`src/rtl/tcp_offpath_pkg.sv`:
```
// tcp_offpath_pkg: shared notification layout, beat sizing and scheduler states
// for the off-path TCP wrapper.
package tcp_offpath_pkg;
    localparam int NOTIF_W     = 88;
    localparam int SESSION_LSB = 0;
    localparam int SESSION_W   = 16;
    localparam int LEN_LSB     = 16;
    localparam int LEN_W       = 16;
    localparam int BEAT_BYTES  = 64;
    localparam int BEAT_SHIFT  = $clog2(BEAT_BYTES);
    localparam int BEATS_W     = 11;

    typedef enum logic [1:0] {IDLE, CHECK, ISSUE} sched_state_t;

    // 17-bit sum so a 65535-byte payload rounds up to 1024 beats without overflow
    function automatic logic [BEATS_W-1:0] len_to_beats(input logic [LEN_W-1:0] len);
        logic [LEN_W:0] sum;
        sum = {1'b0, len} + (LEN_W+1)'(BEAT_BYTES - 1);
        return BEATS_W'(sum >> BEAT_SHIFT);
    endfunction
endpackage

```
`src/rtl/sched_notif_fifo.sv`:
```
// sched_notif_fifo: synchronous first-word-fall-through FIFO holding queued
// TOE notifications; o_data always shows the head entry when not empty.
module sched_notif_fifo #(
    parameter int DEPTH = 16,
    parameter int WIDTH = 88
) (
    input  logic             clk,
    input  logic             rstn,
    input  logic             i_wr,
    input  logic [WIDTH-1:0] i_data,
    input  logic             i_rd,
    output logic [WIDTH-1:0] o_data,
    output logic             o_full,
    output logic             o_empty
);
    localparam int AW = $clog2(DEPTH);

    logic [WIDTH-1:0] r_mem [DEPTH];
    logic [AW:0]      r_wr_ptr;
    logic [AW:0]      r_rd_ptr;
    logic             w_wr;
    logic             w_rd;

    assign o_empty = r_wr_ptr == r_rd_ptr;
    assign o_full  = (r_wr_ptr[AW] != r_rd_ptr[AW]) && (r_wr_ptr[AW-1:0] == r_rd_ptr[AW-1:0]);
    assign w_wr    = i_wr && !o_full;
    assign w_rd    = i_rd && !o_empty;
    assign o_data  = r_mem[r_rd_ptr[AW-1:0]];

    always_ff @(posedge clk) begin
        if (!rstn) begin
            r_wr_ptr <= '0;
            r_rd_ptr <= '0;
        end else begin
            r_wr_ptr <= r_wr_ptr + (AW+1)'(w_wr);
            r_rd_ptr <= r_rd_ptr + (AW+1)'(w_rd);
        end
    end

    always_ff @(posedge clk) begin
        if (w_wr)
            r_mem[r_wr_ptr[AW-1:0]] <= i_data;
    end
endmodule

```
`src/rtl/tcp_rx_read_scheduler.sv`:
```
// tcp_rx_read_scheduler: queues TOE notifications and issues one read_package
// request plus app metadata per notification once the RX buffer has room.
module tcp_rx_read_scheduler
    import tcp_offpath_pkg::*;
#(
    parameter int BUF_BEATS   = 4096,
    parameter int NOTIF_DEPTH = 16
) (
    input  logic                           clk,
    input  logic                           rstn,
    input  logic                           enable,
    input  logic                           s_notif_valid,
    output logic                           s_notif_ready,
    input  logic [87:0]                    s_notif_data,
    output logic                           m_read_pkg_valid,
    input  logic                           m_read_pkg_ready,
    output logic [31:0]                    m_read_pkg_data,
    output logic                           m_meta_valid,
    input  logic                           m_meta_ready,
    output logic [87:0]                    m_meta_data,
    input  logic                           rx_beat_consumed,
    output logic [$clog2(BUF_BEATS+1)-1:0] credits,
    output logic [31:0]                    stall_cycles,
    output logic [31:0]                    zero_len_drops,
    output logic                           credit_err
);
    localparam int CW = $clog2(BUF_BEATS + 1);

    sched_state_t       r_state;
    sched_state_t       w_state_nxt;
    logic [NOTIF_W-1:0] r_head;
    logic [BEATS_W-1:0] r_beats;
    logic               r_rd_pend;
    logic               r_meta_pend;
    logic [CW-1:0]      r_credits;
    logic [31:0]        r_stall_cycles;
    logic [31:0]        r_zero_len_drops;
    logic               r_credit_err;

    logic [NOTIF_W-1:0] w_fifo_data;
    logic               w_full;
    logic               w_empty;
    logic               w_pop;
    logic [LEN_W-1:0]   w_len;
    logic               w_zero;
    logic               w_fits;
    logic               w_debit;
    logic               w_stall;
    logic               w_rd_hs;
    logic               w_meta_hs;
    logic [CW:0]        w_cred_sum;
    logic               w_sat;

    sched_notif_fifo #(.DEPTH(NOTIF_DEPTH), .WIDTH(NOTIF_W)) u_fifo (
        .clk     (clk),
        .rstn    (rstn),
        .i_wr    (s_notif_valid && s_notif_ready),
        .i_data  (s_notif_data),
        .i_rd    (w_pop),
        .o_data  (w_fifo_data),
        .o_full  (w_full),
        .o_empty (w_empty)
    );

    assign s_notif_ready    = rstn && !w_full;
    assign w_pop            = (r_state == IDLE) && enable && !w_empty;
    assign w_len            = r_head[LEN_LSB +: LEN_W];
    assign w_zero           = w_len == '0;
    assign w_fits           = CW'(r_beats) <= r_credits;
    assign w_debit          = (r_state == CHECK) && !w_zero && w_fits;
    assign w_stall          = (r_state == CHECK) && !w_zero && !w_fits;
    // Valids are gated by reset so they drop in the very cycle reset is asserted
    assign m_read_pkg_valid = rstn && r_rd_pend;
    assign m_meta_valid     = rstn && r_meta_pend;
    assign m_read_pkg_data  = {w_len, r_head[SESSION_LSB +: SESSION_W]};
    assign m_meta_data      = r_head;
    assign w_rd_hs          = m_read_pkg_valid && m_read_pkg_ready;
    assign w_meta_hs        = m_meta_valid && m_meta_ready;
    assign w_cred_sum       = {1'b0, r_credits} - (w_debit ? (CW+1)'(r_beats) : '0)
                              + (CW+1)'(rx_beat_consumed);
    assign w_sat            = w_cred_sum > (CW+1)'(BUF_BEATS);
    assign credits          = r_credits;
    assign stall_cycles     = r_stall_cycles;
    assign zero_len_drops   = r_zero_len_drops;
    assign credit_err       = r_credit_err;

    always_comb begin
        w_state_nxt = r_state;
        case (r_state)
            IDLE:    w_state_nxt = w_pop ? CHECK : IDLE;
            CHECK:   w_state_nxt = w_zero ? IDLE : (w_fits ? ISSUE : CHECK);
            ISSUE:   w_state_nxt = ((!r_rd_pend || w_rd_hs) && (!r_meta_pend || w_meta_hs)) ? IDLE : ISSUE;
            default: w_state_nxt = IDLE;
        endcase
    end

    always_ff @(posedge clk) begin
        if (!rstn)
            r_state <= IDLE;
        else
            r_state <= w_state_nxt;
    end

    always_ff @(posedge clk) begin
        if (!rstn) begin
            r_head           <= '0;
            r_beats          <= '0;
            r_rd_pend        <= 1'b0;
            r_meta_pend      <= 1'b0;
            r_credits        <= CW'(BUF_BEATS);
            r_stall_cycles   <= '0;
            r_zero_len_drops <= '0;
            r_credit_err     <= 1'b0;
        end else begin
            if (w_pop) begin
                r_head  <= w_fifo_data;
                r_beats <= len_to_beats(w_fifo_data[LEN_LSB +: LEN_W]);
            end
            r_rd_pend        <= w_debit || (r_rd_pend && !w_rd_hs);
            r_meta_pend      <= w_debit || (r_meta_pend && !w_meta_hs);
            r_credits        <= w_sat ? CW'(BUF_BEATS) : w_cred_sum[CW-1:0];
            r_credit_err     <= r_credit_err || w_sat;
            r_stall_cycles   <= r_stall_cycles + 32'(w_stall);
            r_zero_len_drops <= r_zero_len_drops + 32'((r_state == CHECK) && w_zero);
        end
    end
endmodule
```
`config.mk`:
```
export PLATFORM = sky130hd
export DESIGN_NAME = tcp_rx_read_scheduler
export DESIGN_NICKNAME = d
export VERILOG_FILES = /design/src/rtl/tcp_offpath_pkg.sv /design/src/rtl/sched_notif_fifo.sv /design/src/rtl/tcp_rx_read_scheduler.sv
export SDC_FILE = /design/constraint.sdc
export NUM_CORES = 2
export LEC_CHECK = 0
export CORE_MARGIN = 1.5
export CORE_UTILIZATION = 50
export CTS_BUF_LIST = sky130_fd_sc_hd__clkbuf_8
export DETAILED_ROUTE_END_ITERATION = 10
export PLACE_DENSITY = 0.68
export SYNTH_ARGS = -nofsm -noshare
export SYNTH_HDL_FRONTEND = slang
export SYNTH_SLANG_ARGS = --single-unit
```
`constraint.sdc`:
```
create_clock -name clk -period 17.5 [get_ports clk]
set_input_delay 3.5 -clock clk [delete_from_list [all_inputs] [get_ports clk]]
set_output_delay 3.5 -clock clk [all_outputs]
set_load 0.005 [all_outputs]
```
; ---- Word-level counts from Yosys, hierarchy flattened
; Memory sizes are Yosys's and may differ from the RTL's. A register that Yosys moved wholly into a read port is not among the register bits.
; Index checks and enable logic that the tools add are counted.
[op_classes]
add_sub_neg = 7
order_cmp = 2
eq_ne = 5
n_mux = 9
bitwise_logic = 1
n_reduce_logical = 34
[ops]
columns = operator, n
row1 = $add 32x1->32, 2
row2 = $logic_and 1x1->1, 18
row3 = $add 16x6->17 const B, 1
row4 = $logic_not 16->1, 1
row5 = $add 14x1->14, 1
row6 = $gt 14x13->1 const B, 1
row7 = $sub 13x11->14, 1
row8 = $le 11x13->1, 1
row9 = $mux 11, 1
row10 = $add 5x1->5, 2
row11 = $logic_not 1->1, 8
row12 = $mux 2, 3
row13 = $pmux 2 s3, 1
row14 = $eq 5x5->1, 1
row15 = $logic_or 1x1->1, 5
row16 = $eq 4x4->1, 1
row17 = $mux 4, 1
row18 = $mux 1, 3
row19 = $eq 2x1->1 const B, 1
row20 = $eq 2x2->1 const B, 1
row21 = $logic_not 2->1, 1
row22 = $reduce_or 2->1, 1
row23 = $ne 1x1->1, 1
row24 = $not 1->1, 1
[totals]
ff_bits = 191
mem_bits_rw = 1408
out_inout_bits = 201
wordCells = 70
n_memories = 1
[mem_list]
columns = name, depth, width, read_ports, rd_ports_with_merged_regs, wr, line
row1 = u_fifo.r_mem, 16, 88, 1, 1, 1, sched_notif_fifo.sv:18  ; logic [WIDTH-1:0] r_mem [DEPTH];

; ---- Longest topological paths before layout
[depth]
depth_word = 9
depth_mapped = 22
ltp_nobuf = 22

; ---- Cells and area by module
; Synthesis repeated with hierarchy kept, for this count alone.
[hier_totals]
hier_cells = 3239
hier_area_um2 = 61460.2
[by_module_without_submodules]
columns = mod, instances, cells_each, area_per_inst_um2, seq_area_each_um2
row1 = sched_notif_fifo, 1, 2224, 53147.2, 42480.7
row2 = tcp_rx_read_scheduler, 1, 1015, 8313.0, 3623.5

; ---- Least setup slack after synthesis
; No wires, ideal clock.
[synth_timing]
kind = in2reg
from = input rstn
to = memory u_fifo.r_mem[0][0] (enable)
setup_ns = 0.642
t_arrival_ns = 10.148
required_time_ns = 16.858
slack_ns = 6.709
path_stages = 5
path_buffers = 0
path_cell_list = inv_1 > a21oi_1 > nand2_1 > or3_1 > nor3_1
[synth_between]
elab_chain_cells = 5
[synth_rtl]
columns = element, line
row1 = "start, declared", tcp_rx_read_scheduler.sv:10  ; input logic rstn,
row2 = $logic_and 1x1->1, tcp_rx_read_scheduler.sv:65  ; assign s_notif_ready = rstn && !w_full;
row3 = via s_notif_ready, tcp_rx_read_scheduler.sv:13  ; output logic s_notif_ready,
row4 = $logic_and 1x1->1, tcp_rx_read_scheduler.sv:57  ; .i_wr (s_notif_valid && s_notif_ready),
row5 = $logic_and 1x1->1, sched_notif_fifo.sv:26  ; assign w_wr = i_wr && !o_full;
row6 = $mux 1, sched_notif_fifo.sv:41  ; if (w_wr)
row7 = $mux 1 (implied by the code), sched_notif_fifo.sv:42  ; r_mem[r_wr_ptr[AW-1:0]] <= i_data;
row8 = "end, declared", sched_notif_fifo.sv:18
; The timed path passes the listed nets, and every way through them passes these cells.

; ---- Worst setup path after layout
[layout_timing]
from = input rstn
to = output s_notif_ready
[layout_between]
elab_chain_cells = 1
[layout_rtl]
columns = element, line
row1 = $logic_and 1x1->1, tcp_rx_read_scheduler.sv:65
row2 = "end, declared", tcp_rx_read_scheduler.sv:13
; No other way between the ends.

==> impl_metrics.toml <==
[run_status]
status = "completed"

[synthesis]
ys_ff_latch = 1599
synth-seq-area-share = 0.747
synth_flop_cell = "edfxtp_1"
synthTopCellsByCount = "edfxtp_1 (1408), mux4_2 (426), nand2_1 (235)"
ys.warnings.count = 0
syn_area_per_cell_um2 = 20.0
syn_nets = 3218
async_reset_ff_frac = 0
synth.area.top_cells = "edfxtp_1 (69%), mux4_2 (16%), dfxtp_1 (6.2%)"
synth_top_area_share = 0.685
ys_types = 70
synth_cells = 3078
synth_top_cell_by_area = "edfxtp_1"
yosysMostFrequentCell = "edfxtp_1"
synth-edff-count = 1408
synth_area_mm2 = 0.0617

[detailed_routing]
vias = 31001
drc = 0
dr.pass1.iters = 7
wirelength_um = 139000
drt_iter0_markers = 3008
postRouteAntennaNets = 0
wl_per_cell_um = 26.1
vias_per_cell = 5.83

[sta]
max_freq_mhz = 110
hold_viol_final = 0
rsz0062_at_grt = "no"
tns_ns = 0
worst_slew_pin_slew_ns = 1.24
timing.final.crit_share = 0.519
skew_ns = 0.0394
slew_headroom = 0.172
slew_viol_final = 0
finalSetupViolations = 0
layout_min_cycle_time_ns = 9.09

[worst_setup_path]
worstReg2RegEnd = "credits[4]"
required_ns = 14.00
worstPathMaxFanout = 108
r2r_start = "credits[1]"
crit_type = "in -> out"
arrival_ns = 5.59
cp-start-kind = "input port"
critPathCaptureType = "primary output"
reg2regPathDepth = 22
r2r_slack_ns = 11.87

[floorplan]
core-area_mm2 = 0.122
rows = 128
fp.dieW_um = 354
die-area_mm2 = 0.125
ios = 296
dieHeight_um = 354
start_util = 0.505

[clock_tree]
worstSkewPairLatency_ns = 0.92
cts_root_buf = "clkbuf_8"
clkSlewWorstSetupHoldPaths_ns = 0.06
cts_hold_buf = 0
cts_buffers = 240
cts_tree = "done"
post_cts_buffers = 0
cts_sinks = 1599
ctsResizeCount = 0
cts_buffer_depth = 3
htreeDepth = 4

[layout]
layout-drive-gt1-share = 0.224
fin_cells = 5322
fin_nets = 3626
area_growth_pct = 14.9

[flow_run]
cap_violations = 0

[hold_path]
hold_start = "m_meta_data[83]"
whs_path_depth = 2
min_delay_worst_endpoint = "m_meta_data[83]"
hp-class = "reg -> reg"

[global_routing]
grt_pass1_vias = 32515
grt_pass1_wl_um = 206000
antenna_found_initial = 17
grt_remaining_overflow = 0
grt_max_degree = 151
grt_use_total = 0.222

[place]
dp_cells = 4869
post-dp-hpwl_um = 76600
gp_congestion = 0.836
numPortBuffers = 295

[power_and_ir_drop]
p_leak_nw = 22.2
ir_drop_v = 0.0000864
power.density_mw_per_mm2 = 114
[stage by stage]
step / utilization / hold slack, ns / area (µm²) / total power [W] / setup WS [ns]
2_1_floorplan: - / 0.453 / 61700 / 0.00500 / 6.71
3_3_place_gp: 0.543 / 0.444 / 66300 / 0.00528 / 8.51
3_5_place_dp: 0.543 / 0.448 / 66300 / 0.00530 / 8.44
4_1_cts: 0.581 / 0.456 / 70900 / 0.00816 / 8.43
5_1_grt: 0.581 / 0.475 / 70900 / 0.00840 / 8.38
6_report: 0.581 / 0.452 / 70900 / 0.00808 / 8.41
[report_power, final]
group          internal (W)  switching (W)
Clock               0.00148        0.00139
Combinational      0.000476       0.000486
Sequential          0.00420      0.0000505
[layout make-up]
type	count	area (µm²)
diodes	5	12.5
clock buffers	266	3660
clock inverters	182	928
fillers	8819	51200
inverters	35	139
multi-input cells	1264	14600
flip-flops and latches	1599	46100
well taps	1625	2030
repair buffers	346	3370
[metal layers]
metal	vias up	part of all wire	global-route usage
met1	16261	0.41	0.301
met5	-	0.00096	0
met3	188	0.072	0.0502
met4	22	0.016	0.0603
met2	1223	0.50	0.367
li1	13307	-	-
[cells by family (layout without fill, tap and decap cells)]
kind of cell / count (synthesis) / after routing / share of synthesized area
muxes: 439 / 439 / 0.158
and+or+nand+nor: 496 / 496 / 0.0374
other: 0 / 5 / 0
AOI/OAI and AO/OA: 218 / 218 / 0.0213
buffers and inverters: 215 / 829 / 0.0174
adders and majority gates: 45 / 45 / 0.00925
DFF: 1599 / 1599 / 0.747
xor gates and xnor gates: 66 / 66 / 0.00937
[state kept, by name (all words and copies together) (netlist names), 2 cells and up]
name / flops
r_state: 2
r_beats: 11
u_fifo.r_mem: 1408
u_fifo.r_wr_ptr: 5
zero_len_drops: 32
m_meta_data: 88
u_fifo.r_rd_ptr: 5
stall_cycles: 32
credits: 13
[cells in the final DEF (no fill, tap or decap), types with 7 or more instances in the layout]
cell type | netlist | routed
nor2_4 | 0 | 12
nand4_1 | 14 | 14
xor2_1 | 43 | 43
clkinv_2 | 0 | 22
edfxtp_1 | 1408 | 1408
or3_1 | 22 | 22
nor2b_1 | 13 | 13
xnor2_1 | 23 | 23
nand3_1 | 33 | 33
o21a_1 | 8 | 8
a21oi_1 | 120 | 120
clkinv_1 | 0 | 29
clkbuf_8 | 0 | 266
mux4_2 | 426 | 426
a211oi_1 | 8 | 8
and2_1 | 15 | 15
a21o_1 | 7 | 7
inv_1 | 34 | 146
nand2_1 | 235 | 235
buf_4 | 36 | 48
a22oi_1 | 12 | 12
o21ai_0 | 27 | 27
mux2i_1 | 7 | 7
dfxtp_1 | 191 | 187
nor3_1 | 14 | 10
nand2b_1 | 10 | 10
and3_1 | 10 | 10
nor2_1 | 94 | 82
ha_1 | 44 | 44
o211ai_1 | 8 | 8
clkdlybuf4s50_1 | 0 | 295
[how the worst max path moves through the flow]
stage | from | endpoint | slack, ns
finish | rstn | s_notif_ready | 8.41
global route | rstn | s_notif_ready | 8.38
CTS | rstn | s_notif_ready | 8.43
detailed placement | rstn | s_notif_ready | 8.44
global placement | rstn | s_notif_ready | 8.51
floorplan | rstn | u_fifo.r_mem[0][0] | 6.71
[worst max-delay path, cell delays in order]
cell	delay [ns]
clkdlybuf4s50_1	0.46
buf_4	0.31
inv_6	0.32
a21oi_1	0.36
clkdlybuf4s50_1	0.57
Power figures use the tool's default switching activity.
